### config.mk
export PLATFORM = sky130hd
export DESIGN_NAME = multicycle_control_fsm_flat
export DESIGN_NICKNAME = d
export VERILOG_FILES = /design/src/rtl/multicycle_control_fsm_if.sv /design/src/rtl/multicycle_control_fsm.sv /design/src/flat_wrapper.sv
export SDC_FILE = /design/constraint.sdc
export NUM_CORES = 1
export LEC_CHECK = 0
export CELL_PAD_IN_SITES_DETAIL_PLACEMENT = 0
export CELL_PAD_IN_SITES_GLOBAL_PLACEMENT = 1
export CORE_ASPECT_RATIO = 0.6
export CORE_MARGIN = 1.5
export CORE_UTILIZATION = 29
export DETAILED_ROUTE_END_ITERATION = 16
export GPL_ROUTABILITY_DRIVEN = 1
export PLACE_DENSITY_LB_ADDON = 0.15
export RECOVER_POWER = 50
export SLEW_MARGIN = 20
export SYNTH_ARGS = -nofsm -noshare
export SYNTH_HDL_FRONTEND = slang
export SYNTH_SLANG_ARGS = --single-unit
export TNS_END_PERCENT = 20
### constraint.sdc
create_clock -name clk -period 1.9 [get_ports clk]
set_input_delay 0.285 -clock clk [delete_from_list [all_inputs] [get_ports clk]]
set_output_delay 0.285 -clock clk [all_outputs]
set_load 0.01 [all_outputs]
### src/rtl/multicycle_control_fsm_if.sv
// Control bundle between the multi-cycle controller and its datapath/memory.
// The controller takes the master side; the datapath takes the slave side.
interface multicycle_control_fsm_if;
    logic [5:0] opcode;
    logic [5:0] funct;
    logic       mem_ready;
    logic       pc_write;
    logic       pc_write_cond;
    logic [1:0] pc_source;
    logic       i_or_d;
    logic       mem_read;
    logic       mem_write;
    logic       ir_write;
    logic       reg_dst;
    logic       mem_to_reg;
    logic       reg_write;
    logic       alu_src_a;
    logic [1:0] alu_src_b;
    logic [3:0] alu_control;
    logic       instr_retired;
    logic       illegal_op;
    logic       mem_error;
    logic [3:0] state_o;

    modport master (
        input  opcode, funct, mem_ready,
        output pc_write, pc_write_cond, pc_source, i_or_d, mem_read, mem_write,
               ir_write, reg_dst, mem_to_reg, reg_write, alu_src_a, alu_src_b,
               alu_control, instr_retired, illegal_op, mem_error, state_o
    );

    modport slave (
        output opcode, funct, mem_ready,
        input  pc_write, pc_write_cond, pc_source, i_or_d, mem_read, mem_write,
               ir_write, reg_dst, mem_to_reg, reg_write, alu_src_a, alu_src_b,
               alu_control, instr_retired, illegal_op, mem_error, state_o
    );
endinterface

### src/rtl/multicycle_control_fsm.sv
// Multi-cycle MIPS controller: sequences FETCH/DECODE/EXECUTE/MEM/WB with a
// variable-latency memory handshake and a wait-cycle timeout.
module multicycle_control_fsm #(
    parameter int TIMEOUT_CYCLES = 16,
    parameter int CNT_W          = 5
) (
    input  logic                   clk,
    input  logic                   rst_n,
    multicycle_control_fsm_if.master bus
);
    typedef enum logic [3:0] {
        S_FETCH     = 4'd0,
        S_DECODE    = 4'd1,
        S_MEM_ADDR  = 4'd2,
        S_MEM_READ  = 4'd3,
        S_MEM_WB    = 4'd4,
        S_MEM_WRITE = 4'd5,
        S_EXECUTE   = 4'd6,
        S_R_WB      = 4'd7,
        S_BRANCH    = 4'd8,
        S_JUMP      = 4'd9,
        S_ADDI_EX   = 4'd10,
        S_ADDI_WB   = 4'd11
    } state_t;

    typedef struct packed {
        logic       pc_write;
        logic       pc_write_cond;
        logic [1:0] pc_source;
        logic       i_or_d;
        logic       mem_read;
        logic       mem_write;
        logic       ir_write;
        logic       reg_dst;
        logic       mem_to_reg;
        logic       reg_write;
        logic       alu_src_a;
        logic [1:0] alu_src_b;
        logic [3:0] alu_control;
        logic       instr_retired;
        logic       illegal_op;
        logic       mem_error;
        logic [3:0] state_o;
    } ctrl_t;

    localparam logic [3:0] ALU_AND = 4'b0000;
    localparam logic [3:0] ALU_OR  = 4'b0001;
    localparam logic [3:0] ALU_ADD = 4'b0010;
    localparam logic [3:0] ALU_SUB = 4'b0110;
    localparam logic [3:0] ALU_SLT = 4'b0111;

    localparam logic [5:0] OP_RTYPE = 6'b000000;
    localparam logic [5:0] OP_LW    = 6'b100011;
    localparam logic [5:0] OP_SW    = 6'b101011;
    localparam logic [5:0] OP_BEQ   = 6'b000100;
    localparam logic [5:0] OP_J     = 6'b000010;
    localparam logic [5:0] OP_ADDI  = 6'b001000;

    localparam logic [CNT_W-1:0] WAIT_LIMIT = CNT_W'(TIMEOUT_CYCLES - 1);

    state_t           state;
    state_t           state_next;
    logic [CNT_W-1:0] wait_cnt;
    logic             is_store;
    logic             is_store_next;
    logic [3:0]       alu_funct;
    logic [3:0]       alu_funct_next;
    logic             wait_state;
    logic             timeout;
    logic [4:0]       funct_dec;
    ctrl_t            ctrl;

    // {valid, alu_control} for the supported R-type functions
    function automatic logic [4:0] decode_funct(input logic [5:0] f);
        logic [4:0] res;
        case (f)
            6'b100000: res = {1'b1, ALU_ADD};
            6'b100010: res = {1'b1, ALU_SUB};
            6'b100100: res = {1'b1, ALU_AND};
            6'b100101: res = {1'b1, ALU_OR};
            6'b101010: res = {1'b1, ALU_SLT};
            default:   res = 5'b0;
        endcase
        return res;
    endfunction

    assign funct_dec  = decode_funct(bus.funct);
    assign wait_state = (state == S_FETCH) || (state == S_MEM_READ) || (state == S_MEM_WRITE);
    assign timeout    = wait_state && !bus.mem_ready && (wait_cnt == WAIT_LIMIT);

    always_ff @(posedge clk or negedge rst_n) begin
        if (!rst_n) begin
            state     <= S_FETCH;
            wait_cnt  <= '0;
            is_store  <= 1'b0;
            alu_funct <= ALU_ADD;
        end else begin
            state     <= state_next;
            is_store  <= is_store_next;
            alu_funct <= alu_funct_next;
            if (wait_state && !bus.mem_ready && !timeout && (state_next == state))
                wait_cnt <= wait_cnt + 1'b1;
            else
                wait_cnt <= '0;
        end
    end

    always_comb begin
        ctrl           = '0;
        ctrl.state_o   = state;
        state_next     = state;
        is_store_next  = is_store;
        alu_funct_next = alu_funct;
        case (state)
            S_FETCH: begin
                ctrl.mem_read    = 1'b1;
                ctrl.alu_src_b   = 2'b01;
                ctrl.alu_control = ALU_ADD;
                ctrl.ir_write    = bus.mem_ready;
                ctrl.pc_write    = bus.mem_ready;
                if (bus.mem_ready) begin
                    state_next = S_DECODE;
                end else if (timeout) begin
                    ctrl.mem_error = 1'b1;
                    state_next     = S_FETCH;
                end
            end
            S_DECODE: begin
                ctrl.alu_src_b   = 2'b11;
                ctrl.alu_control = ALU_ADD;
                state_next       = S_FETCH;
                case (bus.opcode)
                    OP_RTYPE: begin
                        if (funct_dec[4]) begin
                            state_next     = S_EXECUTE;
                            alu_funct_next = funct_dec[3:0];
                        end else begin
                            ctrl.illegal_op = 1'b1;
                        end
                    end
                    OP_LW: begin
                        state_next    = S_MEM_ADDR;
                        is_store_next = 1'b0;
                    end
                    OP_SW: begin
                        state_next    = S_MEM_ADDR;
                        is_store_next = 1'b1;
                    end
                    OP_BEQ:  state_next = S_BRANCH;
                    OP_J:    state_next = S_JUMP;
                    OP_ADDI: state_next = S_ADDI_EX;
                    default: ctrl.illegal_op = 1'b1;
                endcase
            end
            S_MEM_ADDR: begin
                ctrl.alu_src_a   = 1'b1;
                ctrl.alu_src_b   = 2'b10;
                ctrl.alu_control = ALU_ADD;
                state_next       = is_store ? S_MEM_WRITE : S_MEM_READ;
            end
            S_MEM_READ: begin
                ctrl.mem_read = 1'b1;
                ctrl.i_or_d   = 1'b1;
                if (bus.mem_ready) begin
                    state_next = S_MEM_WB;
                end else if (timeout) begin
                    ctrl.mem_error = 1'b1;
                    state_next     = S_FETCH;
                end
            end
            S_MEM_WB: begin
                ctrl.reg_write     = 1'b1;
                ctrl.mem_to_reg    = 1'b1;
                ctrl.instr_retired = 1'b1;
                state_next         = S_FETCH;
            end
            S_MEM_WRITE: begin
                // The write strobe is withdrawn on the abort cycle so nothing lands in memory
                ctrl.mem_write = !timeout;
                ctrl.i_or_d    = 1'b1;
                if (bus.mem_ready) begin
                    ctrl.instr_retired = 1'b1;
                    state_next         = S_FETCH;
                end else if (timeout) begin
                    ctrl.mem_error = 1'b1;
                    state_next     = S_FETCH;
                end
            end
            S_EXECUTE: begin
                ctrl.alu_src_a   = 1'b1;
                ctrl.alu_control = alu_funct;
                state_next       = S_R_WB;
            end
            S_R_WB: begin
                ctrl.reg_dst       = 1'b1;
                ctrl.reg_write     = 1'b1;
                ctrl.alu_control   = alu_funct;
                ctrl.instr_retired = 1'b1;
                state_next         = S_FETCH;
            end
            S_BRANCH: begin
                ctrl.alu_src_a     = 1'b1;
                ctrl.alu_control   = ALU_SUB;
                ctrl.pc_write_cond = 1'b1;
                ctrl.pc_source     = 2'b01;
                ctrl.instr_retired = 1'b1;
                state_next         = S_FETCH;
            end
            S_JUMP: begin
                ctrl.pc_write      = 1'b1;
                ctrl.pc_source     = 2'b10;
                ctrl.instr_retired = 1'b1;
                state_next         = S_FETCH;
            end
            S_ADDI_EX: begin
                ctrl.alu_src_a   = 1'b1;
                ctrl.alu_src_b   = 2'b10;
                ctrl.alu_control = ALU_ADD;
                state_next       = S_ADDI_WB;
            end
            S_ADDI_WB: begin
                ctrl.reg_write     = 1'b1;
                ctrl.instr_retired = 1'b1;
                state_next         = S_FETCH;
            end
            default: begin
                ctrl.state_o = state;
                state_next   = S_FETCH;
            end
        endcase
        // Reset forces every output low without waiting for a clock edge
        if (!rst_n) ctrl = '0;
    end

    assign bus.pc_write      = ctrl.pc_write;
    assign bus.pc_write_cond = ctrl.pc_write_cond;
    assign bus.pc_source     = ctrl.pc_source;
    assign bus.i_or_d        = ctrl.i_or_d;
    assign bus.mem_read      = ctrl.mem_read;
    assign bus.mem_write     = ctrl.mem_write;
    assign bus.ir_write      = ctrl.ir_write;
    assign bus.reg_dst       = ctrl.reg_dst;
    assign bus.mem_to_reg    = ctrl.mem_to_reg;
    assign bus.reg_write     = ctrl.reg_write;
    assign bus.alu_src_a     = ctrl.alu_src_a;
    assign bus.alu_src_b     = ctrl.alu_src_b;
    assign bus.alu_control   = ctrl.alu_control;
    assign bus.instr_retired = ctrl.instr_retired;
    assign bus.illegal_op    = ctrl.illegal_op;
    assign bus.mem_error     = ctrl.mem_error;
    assign bus.state_o       = ctrl.state_o;
endmodule

### src/flat_wrapper.sv
// flat-port wrapper written by rule: the top's interface ports become plain ports
module multicycle_control_fsm_flat 
#(
    parameter int TIMEOUT_CYCLES = 16,
    parameter int CNT_W          = 5
)
  (clk, rst_n, bus_opcode, bus_funct, bus_mem_ready, bus_pc_write, bus_pc_write_cond, bus_pc_source, bus_i_or_d, bus_mem_read, bus_mem_write, bus_ir_write, bus_reg_dst, bus_mem_to_reg, bus_reg_write, bus_alu_src_a, bus_alu_src_b, bus_alu_control, bus_instr_retired, bus_illegal_op, bus_mem_error, bus_state_o);
  multicycle_control_fsm_if bus_i ();
  input  logic clk;
  input  logic rst_n;
  input wire logic [$bits(bus_i.opcode)-1:0] bus_opcode;
  input wire logic [$bits(bus_i.funct)-1:0] bus_funct;
  input wire logic [$bits(bus_i.mem_ready)-1:0] bus_mem_ready;
  output wire logic [$bits(bus_i.pc_write)-1:0] bus_pc_write;
  output wire logic [$bits(bus_i.pc_write_cond)-1:0] bus_pc_write_cond;
  output wire logic [$bits(bus_i.pc_source)-1:0] bus_pc_source;
  output wire logic [$bits(bus_i.i_or_d)-1:0] bus_i_or_d;
  output wire logic [$bits(bus_i.mem_read)-1:0] bus_mem_read;
  output wire logic [$bits(bus_i.mem_write)-1:0] bus_mem_write;
  output wire logic [$bits(bus_i.ir_write)-1:0] bus_ir_write;
  output wire logic [$bits(bus_i.reg_dst)-1:0] bus_reg_dst;
  output wire logic [$bits(bus_i.mem_to_reg)-1:0] bus_mem_to_reg;
  output wire logic [$bits(bus_i.reg_write)-1:0] bus_reg_write;
  output wire logic [$bits(bus_i.alu_src_a)-1:0] bus_alu_src_a;
  output wire logic [$bits(bus_i.alu_src_b)-1:0] bus_alu_src_b;
  output wire logic [$bits(bus_i.alu_control)-1:0] bus_alu_control;
  output wire logic [$bits(bus_i.instr_retired)-1:0] bus_instr_retired;
  output wire logic [$bits(bus_i.illegal_op)-1:0] bus_illegal_op;
  output wire logic [$bits(bus_i.mem_error)-1:0] bus_mem_error;
  output wire logic [$bits(bus_i.state_o)-1:0] bus_state_o;
  assign bus_i.opcode = bus_opcode;
  assign bus_i.funct = bus_funct;
  assign bus_i.mem_ready = bus_mem_ready;
  assign bus_pc_write = bus_i.pc_write;
  assign bus_pc_write_cond = bus_i.pc_write_cond;
  assign bus_pc_source = bus_i.pc_source;
  assign bus_i_or_d = bus_i.i_or_d;
  assign bus_mem_read = bus_i.mem_read;
  assign bus_mem_write = bus_i.mem_write;
  assign bus_ir_write = bus_i.ir_write;
  assign bus_reg_dst = bus_i.reg_dst;
  assign bus_mem_to_reg = bus_i.mem_to_reg;
  assign bus_reg_write = bus_i.reg_write;
  assign bus_alu_src_a = bus_i.alu_src_a;
  assign bus_alu_src_b = bus_i.alu_src_b;
  assign bus_alu_control = bus_i.alu_control;
  assign bus_instr_retired = bus_i.instr_retired;
  assign bus_illegal_op = bus_i.illegal_op;
  assign bus_mem_error = bus_i.mem_error;
  assign bus_state_o = bus_i.state_o;
  multicycle_control_fsm #(.TIMEOUT_CYCLES(TIMEOUT_CYCLES), .CNT_W(CNT_W)) u_core (.clk(clk), .rst_n(rst_n), .bus(bus_i));
endmodule
# ---- Word-level counts from Yosys, hierarchy flattened
# Index checks and enable logic that the tools add are counted.
dict set report classes {
  add_sub_neg 1
  n_mul 0
  div_mod_pow 0
  order_cmp 0
  n_eq_ne 23
  shifts 0
  n_mux 33
  n_bitwise 0
  n_reduce_logical 24
}
# cell n
set ops {}
lappend ops {{$eq A6 B6 Y1 const B} 7}
lappend ops {{$pmux W4 S7} 1}
lappend ops {{$mux W25} 1}
lappend ops {{$pmux W5 S5} 1}
lappend ops {{$pmux W4 S5} 1}
lappend ops {{$eq A4 B3 Y1 const B} 4}
lappend ops {{$eq A4 B4 Y1 const B} 4}
lappend ops {{$mux W4} 4}
lappend ops {{$mux W1} 15}
lappend ops {{$pmux W4 S3} 1}
lappend ops {{$reduce_or A2 Y1} 5}
lappend ops {{$reduce_or A5 Y1} 2}
lappend ops {{$eq A4 B2 Y1 const B} 2}
lappend ops {{$pmux W1 S2} 4}
lappend ops {{$reduce_or A4 Y1} 2}
lappend ops {{$eq A6 B2 Y1 const B} 1}
lappend ops {{$eq A6 B3 Y1 const B} 1}
lappend ops {{$eq A6 B4 Y1 const B} 1}
lappend ops {{$logic_not A6 Y1} 1}
lappend ops {{$mux W3} 2}
lappend ops {{$pmux W2 S3} 1}
lappend ops {{$reduce_or A3 Y1} 2}
lappend ops {{$add A5 B1 Y5 const B} 1}
lappend ops {{$eq A5 B4 Y1 const B} 1}
lappend ops {{11 further kinds} 16}
dict set report word_totals {
  regBits 14
  latch_bits 0
  ram_bits 0
  rom_bits 0
  output_inout_bits 25
  wordCells 85
  n_memories 0
}

# ---- Longest topological paths before layout
# Gate-level depths: netlist (run 1).
dict set report depth {
  depth_word 11
  depth_mapped 7
  depth_no_buf 7
}

# ---- Least setup slack after synthesis (run 1)
# No wires, ideal clock.
dict set report synth_timing {
  path_type {reg-to-reg}
  start {register u_core.wait_cnt[0]}
  end {register u_core.state[1]}
  arrival_ps 1840
  required_time_ps 1790
  path_slack_ps -50
  stages_incl_launch_ff 8
  path_buffers 0
  path_cell_list {dfrtp_1 > ha_1 > and3_1 > ha_1 > or4b_2 > a21oi_1 > o21ai_0 > o41ai_1}
}
dict set report synth_via {
  elab_chain_cells 5
}
# item line
set synth_rtl {}
lappend synth_rtl {{from (decl)} multicycle_control_fsm.sv:63} ;# logic [CNT_W-1:0] wait_cnt;
lappend synth_rtl {{from (signal assigned)} multicycle_control_fsm.sv:102} ;# wait_cnt <= wait_cnt + 1'b1;
lappend synth_rtl {{$eq A5 B4 Y1 *} multicycle_control_fsm.sv:89} ;# assign timeout = wait_state && !bus.mem_ready && (wait_cnt == WAIT_LIMIT);
lappend synth_rtl {{$logic_and A1 B1 Y1 *} multicycle_control_fsm.sv:89}
lappend synth_rtl {{$mux W4 *} {multicycle_control_fsm.sv:123, multicycle_control_fsm.sv:166, multicycle_control_fsm.sv:184}}
lappend synth_rtl {{$mux W4, on equally long branches} {multicycle_control_fsm.sv:181, multicycle_control_fsm.sv:121, multicycle_control_fsm.sv:164}}
lappend synth_rtl {{$pmux W4 S7 *} multicycle_control_fsm.sv:114} ;# case (state)
lappend synth_rtl {{named net u_core.state_next[1]} multicycle_control_fsm.sv:62} ;# state_t state_next;
lappend synth_rtl {{to (signal assigned)} multicycle_control_fsm.sv:98} ;# state <= state_next;
lappend synth_rtl {{to (decl)} multicycle_control_fsm.sv:61} ;# state_t state;
# The timed path passes the listed nets; every way through them passes the cells marked *.
# A chain may end at the register's enable or synchronous reset.

# ---- Final worst setup path (run 1)
dict set report layout_timing {
  start {register u_core.state[1]}
  end {output bus_mem_write}
}
dict set report layout_via {
  elab_chain_cells 8
}
# item line
set layout_rtl {}
lappend layout_rtl {{$eq A4 B2 Y1 / $logic_not A4 Y1 (equally long branches)} multicycle_control_fsm.sv:88} ;# assign wait_state = (state == S_FETCH) || (state == S_MEM_READ) || (state == S_MEM_WRITE);
lappend layout_rtl {{$logic_or A1 B1 Y1 (2 in series)} multicycle_control_fsm.sv:88}
lappend layout_rtl {{$logic_and A1 B1 Y1 (2 in series)} multicycle_control_fsm.sv:89}
lappend layout_rtl {{$logic_not A1 Y1} multicycle_control_fsm.sv:179} ;# ctrl.mem_write = !timeout;
lappend layout_rtl {{$mux W1 *} multicycle_control_fsm.sv:114}
lappend layout_rtl {{$mux W25 *} multicycle_control_fsm.sv:232} ;# if (!rst_n) ctrl = '0;
lappend layout_rtl {{to (decl)} flat_wrapper.sv:19} ;# output wire logic [$bits(bus_i.mem_write)-1:0] bus_mem_write;
# Mark *: on every way between the ends. The rest lies on a longest branch, timed or not.

==> qor.txt, run 1 <==
final worst slack -> -0.106 ns
cts hold-fix bufs -> 0
hold depth -> 1
pin count of the biggest net entering global routing -> 10
drt first pass iters -> 4
port bufs -> 38
share of layout cells above drive strength 1 -> 42.3%
commonest non-fill, non-tap cell in the layout -> buf_4
Yosys cell types -> 49
Num CTS Buffers -> 3
commonest cells after routing, fill and taps aside -> buf_4 (50), nor2_1 (20), dlygate4sd2_1 (14)
mapped cell area -> 0.00115 mm^2
outcome -> finished, violations left
syn nets -> 163
Clk Latency, worst-skew pair -> 0.25 ns
WP data arrival -> 1.72 ns
initial antenna violation count -> 0
worst-path fanout max -> 5
H-tree levels -> 1
final net count -> 252
failing checks -> setup timing
maximum clock path buffer count -> 2
number of global-route vias before repair -> 1320
Main synth FF type -> dfrtp_1
Critical Path Sink Type -> output pin
Placed Area -> 0.00192 mm^2
Synth Area per Inst -> 7.88 um^2
initial cell density of the core -> 30.9%
Mapped Cells -> 146
GPL Wtd Cong -> 0.922
row cnt -> 17
global-route wire length before repair -> 6270 um
IO Pins -> 40
die height -> 51.8 um
CP Data Required Time -> 1.62 ns
grt ovf -> 0
post-synthesis sequential area ratio -> 28.4%
Final setup viols -> 6
max_cap viols -> 0
DRC -> 0
Slew Viols, Final -> 0
Worst-path clk slew -> 0.06 ns
FF-to-FF path depth -> 7
Fill cells -> 337
Min-Delay Startpoint -> u_core.alu_funct[0]
First DRT Iteration DRCs -> 104
FF+latch count, synth -> 13
CTS Sinks -> 13
n_diodes -> 0
Via Count -> 1399
total track usage -> 18.5%
Final Cell Area -> 0.00203 mm^2
RSZ-0062 raised after global routing -> true
CTS Root Cell -> clkbuf_8
number of flops mapped to enable cells by yosys -> 0
Leakage -> 0.00103 uW
Worst Setup Start Kind -> flip-flop
VDD IR-drop max -> 0.247 mV
Period minus WS final -> 2.01 ns
crit path launch -> u_core.state[1]
vias per cell -> 4.98
Hold Fails Final Rpt -> 0
YS warnings -> 0
Final ANT Viol Nets -> 0
worst-case clock skew -> 0.00381 ns
area delta synth->final -> 76.3%
DR WL/cell -> 13.6 um
die area -> 0.00436 mm^2
final wirelength -> 3810 um
critical path type -> flip-flop to output pin
total negative slack -> -0.264 ns
Die X -> 84.3 um
post-detail-place hpwl -> 2980 um
pwr dens -> 396 mW/mm^2
core area -> 0.00372 mm^2
Final Cycle Share -> 106%
asr flop ratio synth -> 100%
reg2reg start -> u_core.wait_cnt[1]
Max Freq -> 0.498 GHz
Hold WC Path Type -> flip-flop to flip-flop
CTS tree -> done
state kept, by name, indices dropped and copies added, names as in the netlist:
signal / flops
u_core.wait_cnt: 5
u_core.state: 4
u_core.alu_funct: 3
u_core.is_store: 1
final cells by class:
class / count / area (um^2) / area share, %
multi-input cells: 118 / 830 / 40.9
repair buffers: 94 / 743 / 36.7
flip-flops and latches: 13 / 332 / 16.4
well taps: 47 / 58.8 / 2.90
inverters: 5 / 18.8 / 0.926
clock buffers: 4 / 45.0 / 2.22
final timing paths:
kind                                       end  slack, ns
max                              bus_mem_write      -0.11
min                        u_core.alu_funct[0]       0.52
max reg2reg                    u_core.state[1]      -0.09
min reg2reg                u_core.alu_funct[0]       0.52
max in group asynchronous      u_core.state[2]       0.78
min in group asynchronous   u_core.wait_cnt[4]       0.56
report_power, final:
part / total (uW) / switching [uW] / internal, uW
sequential: 299 / 10.0 / 289
combinational: 247 / 112 / 134
clock: 257 / 108 / 149
total: 802 / 230 / 572
kinds of logic after synthesis:
kind of cell / share of synthesized area (%)
multiplexers: 6.75
other: 0.326
XOR/XNOR: 3.05
AND/OR/NAND/NOR: 36.9
adder cells (fa/ha/maj): 3.05
buffers and inverters: 6.31
flip-flops: 28.4
AO/OA/AOI/OAI: 15.2
critical path, cell delays in order, from the launching register on:
cell and delay [ns]:
dfrtp_2 0.44, buf_4 0.15, xor2_1 0.15, a21o_1 0.17, buf_4 0.13, a311oi_1 0.25
buf_2 0.17
stage by stage:
stage / util [%] / hold slack, ns / cells / setup WS (ns) / power, uW
after floorplan: - / -0.0106 / 146 / 0.00951 / 396
after global placement: 51.5 / 0.499 / 271 / -0.454 / 539
after detailed placement: 51.5 / 0.503 / 271 / -0.461 / 545
after CTS: 54.1 / 0.479 / 280 / -0.237 / 810
after global routing: 54.5 / 0.531 / 281 / -0.162 / 846
final: 54.5 / 0.516 / 281 / -0.106 / 802
synth_stat cells (4+ instances only):
master | number | area (um^2)
clkbuf_1 | 5 | 18.8
o21ai_0 | 6 | 30.0
o22ai_1 | 4 | 25.0
nand3_1 | 4 | 20.0
and2_1 | 7 | 43.8
a21oi_1 | 4 | 20.0
nor2_1 | 24 | 90.1
inv_1 | 5 | 18.8
dfrtp_1 | 12 | 300
nor3_1 | 5 | 25.0
nand2b_1 | 8 | 50.1
nand2_1 | 11 | 41.3
layer usage:
metal / wire (um) / global-route usage, % / vias to the layer above
met5: 0 / 0 / -
met4: 0 / 3.28 / 0
met3: 240 / 4.13 / 0
met2: 1690 / 28.0 / 50
met1: 1880 / 27.1 / 663
li1: - / - / 686
what timing repair did:
item / in CTS / in global routing
buffers inserted: 5 / 1
pin swaps: 3 / 5
gates resized for setup: 69 / 9
setup endpoints to repair: 28 / 16
(Power assumes the default switching activity.)
==> inputs of run 2 (changes only) <==
--- a/config.mk
+++ b/config.mk
@@ -9,9 +9,10 @@
 export CELL_PAD_IN_SITES_GLOBAL_PLACEMENT = 1
 export CORE_ASPECT_RATIO = 0.6
 export CORE_MARGIN = 1.5
-export CORE_UTILIZATION = 29
+export CORE_UTILIZATION = 34
 export DETAILED_ROUTE_END_ITERATION = 16
 export GPL_ROUTABILITY_DRIVEN = 1
+export MAX_ROUTING_LAYER = met4
 export PLACE_DENSITY_LB_ADDON = 0.15
 export RECOVER_POWER = 50
 export SLEW_MARGIN = 20
==> constraint.sdc (replaced) <==
create_clock -name clk -period 2.49 [get_ports clk]
set_input_delay 0.3735 -clock clk [delete_from_list [all_inputs] [get_ports clk]]
set_output_delay 0.3735 -clock clk [all_outputs]
set_load 0.01 [all_outputs]
==> run 2 against run 1 <==
The run now ends clean. Global-route usage is 0.71 points higher. Via count decreased by 13%. Die area decreased by 14%. Register-to-register slack better by 0.43 ns. Cell area fell by 16%. Worst setup slack improved by 0.18 ns. Clock-buffer cell count unchanged.
==> qor.txt, run 2 (same netlist as run 1, synthesis figures left out) <==
area delta synth->final -> 48.6%
VDD IR-drop max -> 0.197 mV (-21%)
top routing layer used -> met3
final net count -> 215 (-15%)
Critical Path Sink Type -> output pin
Hold Fails Final Rpt -> 0 (unchanged)
Final Cycle Share -> 97.0%
critical path type -> flip-flop to output pin
Slew Viols, Final -> 0 (unchanged)
internal power -> 415 uW (-27%)
First DRT Iteration DRCs -> 50 (-52%)
switching share of power -> 27.3% (-1.4 points)
worst-case clock skew -> 0.00194 ns (-0.00187 ns)
Sequential Power Share -> 40.5% (+3.2 points)
pin count of the biggest net entering global routing -> 15 (+5)
final hold slack -> 0.469 ns (-0.0478 ns)
H-tree levels -> 1 (unchanged)
port bufs -> 38 (unchanged)
wl on met1 -> 1750 um (-7.3%)
Final ANT Viol Nets -> 0 (unchanged)
Worst Setup Start Kind -> flip-flop
Biggest register -> u_core.wait_cnt
Final setup viols -> 0 (-6)
core area -> 0.00324 mm^2 (-13%)
Max Freq -> 0.414 GHz
Met3 Wirelength -> 115 um (-52%)
Period minus WS final -> 2.41 ns
Net Switching -> 156 uW (-32%)
vias per cell -> 5.02 (+0.76%)
final wirelength -> 3290 um (-14%)
Clk Latency, worst-skew pair -> 0.24 ns (about the same)
max_cap viols -> 0 (unchanged)
Leakage -> 0.000755 uW (-27%)
total track usage -> 19.2% (+0.71 points)
CTS Root Cell -> clkbuf_8
Post-Layout Cell Count -> 242 (-14%)
maximum clock path buffer count -> 2 (unchanged)
DR WL/cell -> 13.6 um (+0.39%)
row cnt -> 16 (-1)
global-route wire length before repair -> 5260 um (-16%)
outcome -> finished, final reports clean
die area -> 0.00375 mm^2 (-14%)
pwr dens -> 334 mW/mm^2 (-16%)
FF+latch area -> 330 um^2 (-0.38%)
number of global-route vias before repair -> 1113 (-16%)
Fill cells -> 322 (-4.5%)
CP Data Required Time -> 2.12 ns (+0.50 ns)
initial cell density of the core -> 35.5% (+4.6 points)
commonest non-fill, non-tap cell in the layout -> clkdlybuf4s50_1
FF-to-FF path depth -> 5 (-2)
Num CTS Buffers -> 3 (unchanged)
Via Count -> 1214 (-13%)
internal reg-to-reg setup slack -> 0.34 ns (+0.43 ns)
Logic pwr share -> 26.2% (-4.6 points)
WL met2 -> 1430 um (-15%)
Clk pwr share -> 33.3% (+1.3 points)
GPL Wtd Cong -> 0.832 (-9.7%)
Die X -> 78.1 um (-7.4%)
CTS Sinks -> 13 (unchanged)
post-detail-place hpwl -> 2610 um (-13%)
share of layout cells above drive strength 1 -> 19.3% (-23 points)
CTS tree -> done
commonest cells after routing, fill and taps aside -> clkdlybuf4s50_1 (34), nor2_1 (22), buf_4 (17)
worst-path fanout max -> 6 (+1)
WP data arrival -> 2.04 ns (+0.32 ns)
die height -> 48.0 um (-7.2%)
drt first pass iters -> 4 (unchanged)
Largest register FFs -> 5 (unchanged)
DRC -> 0 (unchanged)
Top Registers -> u_core.wait_cnt x5, u_core.state x4, u_core.alu_funct x3
final core occ -> 52.7% (-1.8 points)
n_diodes -> 0 (unchanged)
multi-input logic area -> 739 um^2 (-11%)
Hold WC Path Type -> primary input to async pin
initial antenna violation count -> 0 (unchanged)
grt ovf -> 0 (unchanged)
IO Pins -> 40 (unchanged)
dpl cells -> 238 (-12%)
Worst-path clk slew -> 0.06 ns (about the same)
-- run 2: final cells by class --
| cell class | count | area share (%) |
|---|---|---|
| tap | 45 | 3.29 |
| sequential | 13 | 19.3 |
| timing repair buffer | 57 | 30.4 |
| clock buffer | 4 | 2.64 |
| inverter | 5 | 1.10 |
| multi-input combinational | 118 | 43.3 |
-- run 2: what timing repair did --
item	in CTS	in global routing
setup endpoints to repair	5	8
setup buffers	0	0
hold buffers	0	0
hold endpoints to repair	0	0
pin swaps	0	0
resized for setup	4	6
-- run 2: power groups by stage --
stage          combinational (uW)  clock (uW)  sequential, uW
2_1_floorplan                73.0           0             229
3_3_place_gp                  151           0             234
3_5_place_dp                  153           0             234
4_1_cts                       153         195             231
5_1_grt                       166         201             233
6_report                      150         190             231
-- run 2: critical path, cell delays in order (launching register included) --
cell,delay (ns)
dfrtp_1,0.37
ha_1,0.20
and3_1,0.19
ha_1,0.27
and4_1,0.23
clkdlybuf4s50_1,0.54
-- run 2: through the flow --
stage | setup TNS [ns] | instance area, um^2 | worst slack (ns) | total power (uW)
2_1_floorplan | 0 | 1150 | 0.540 | 302
3_3_place_gp | -0.0112 | 1680 | -0.0112 | 385
3_5_place_dp | -0.0671 | 1680 | -0.0671 | 387
4_1_cts | 0 | 1720 | 0.0194 | 579
5_1_grt | -0.00292 | 1710 | -0.00292 | 599
6_report | 0 | 1710 | 0.0752 | 571
-- run 2: worst paths after layout --
path,startpoint,end
setup / recovery,u_core.wait_cnt[0],bus_mem_error
hold / removal,rst_n,u_core.wait_cnt[2]
setup reg to reg,u_core.state[3],u_core.alu_funct[2]
hold reg to reg,u_core.wait_cnt[0],u_core.wait_cnt[0]
max in group asynchronous,rst_n,u_core.alu_funct[1]
min in group clk,u_core.wait_cnt[0],u_core.wait_cnt[0]
-- run 2: per-layer routing --
layer	track usage, %	vias up
li1	-	613
met5	-	-
met3	4.38	0
met2	29.7	25
met1	26.8	576
met4	1.07	0
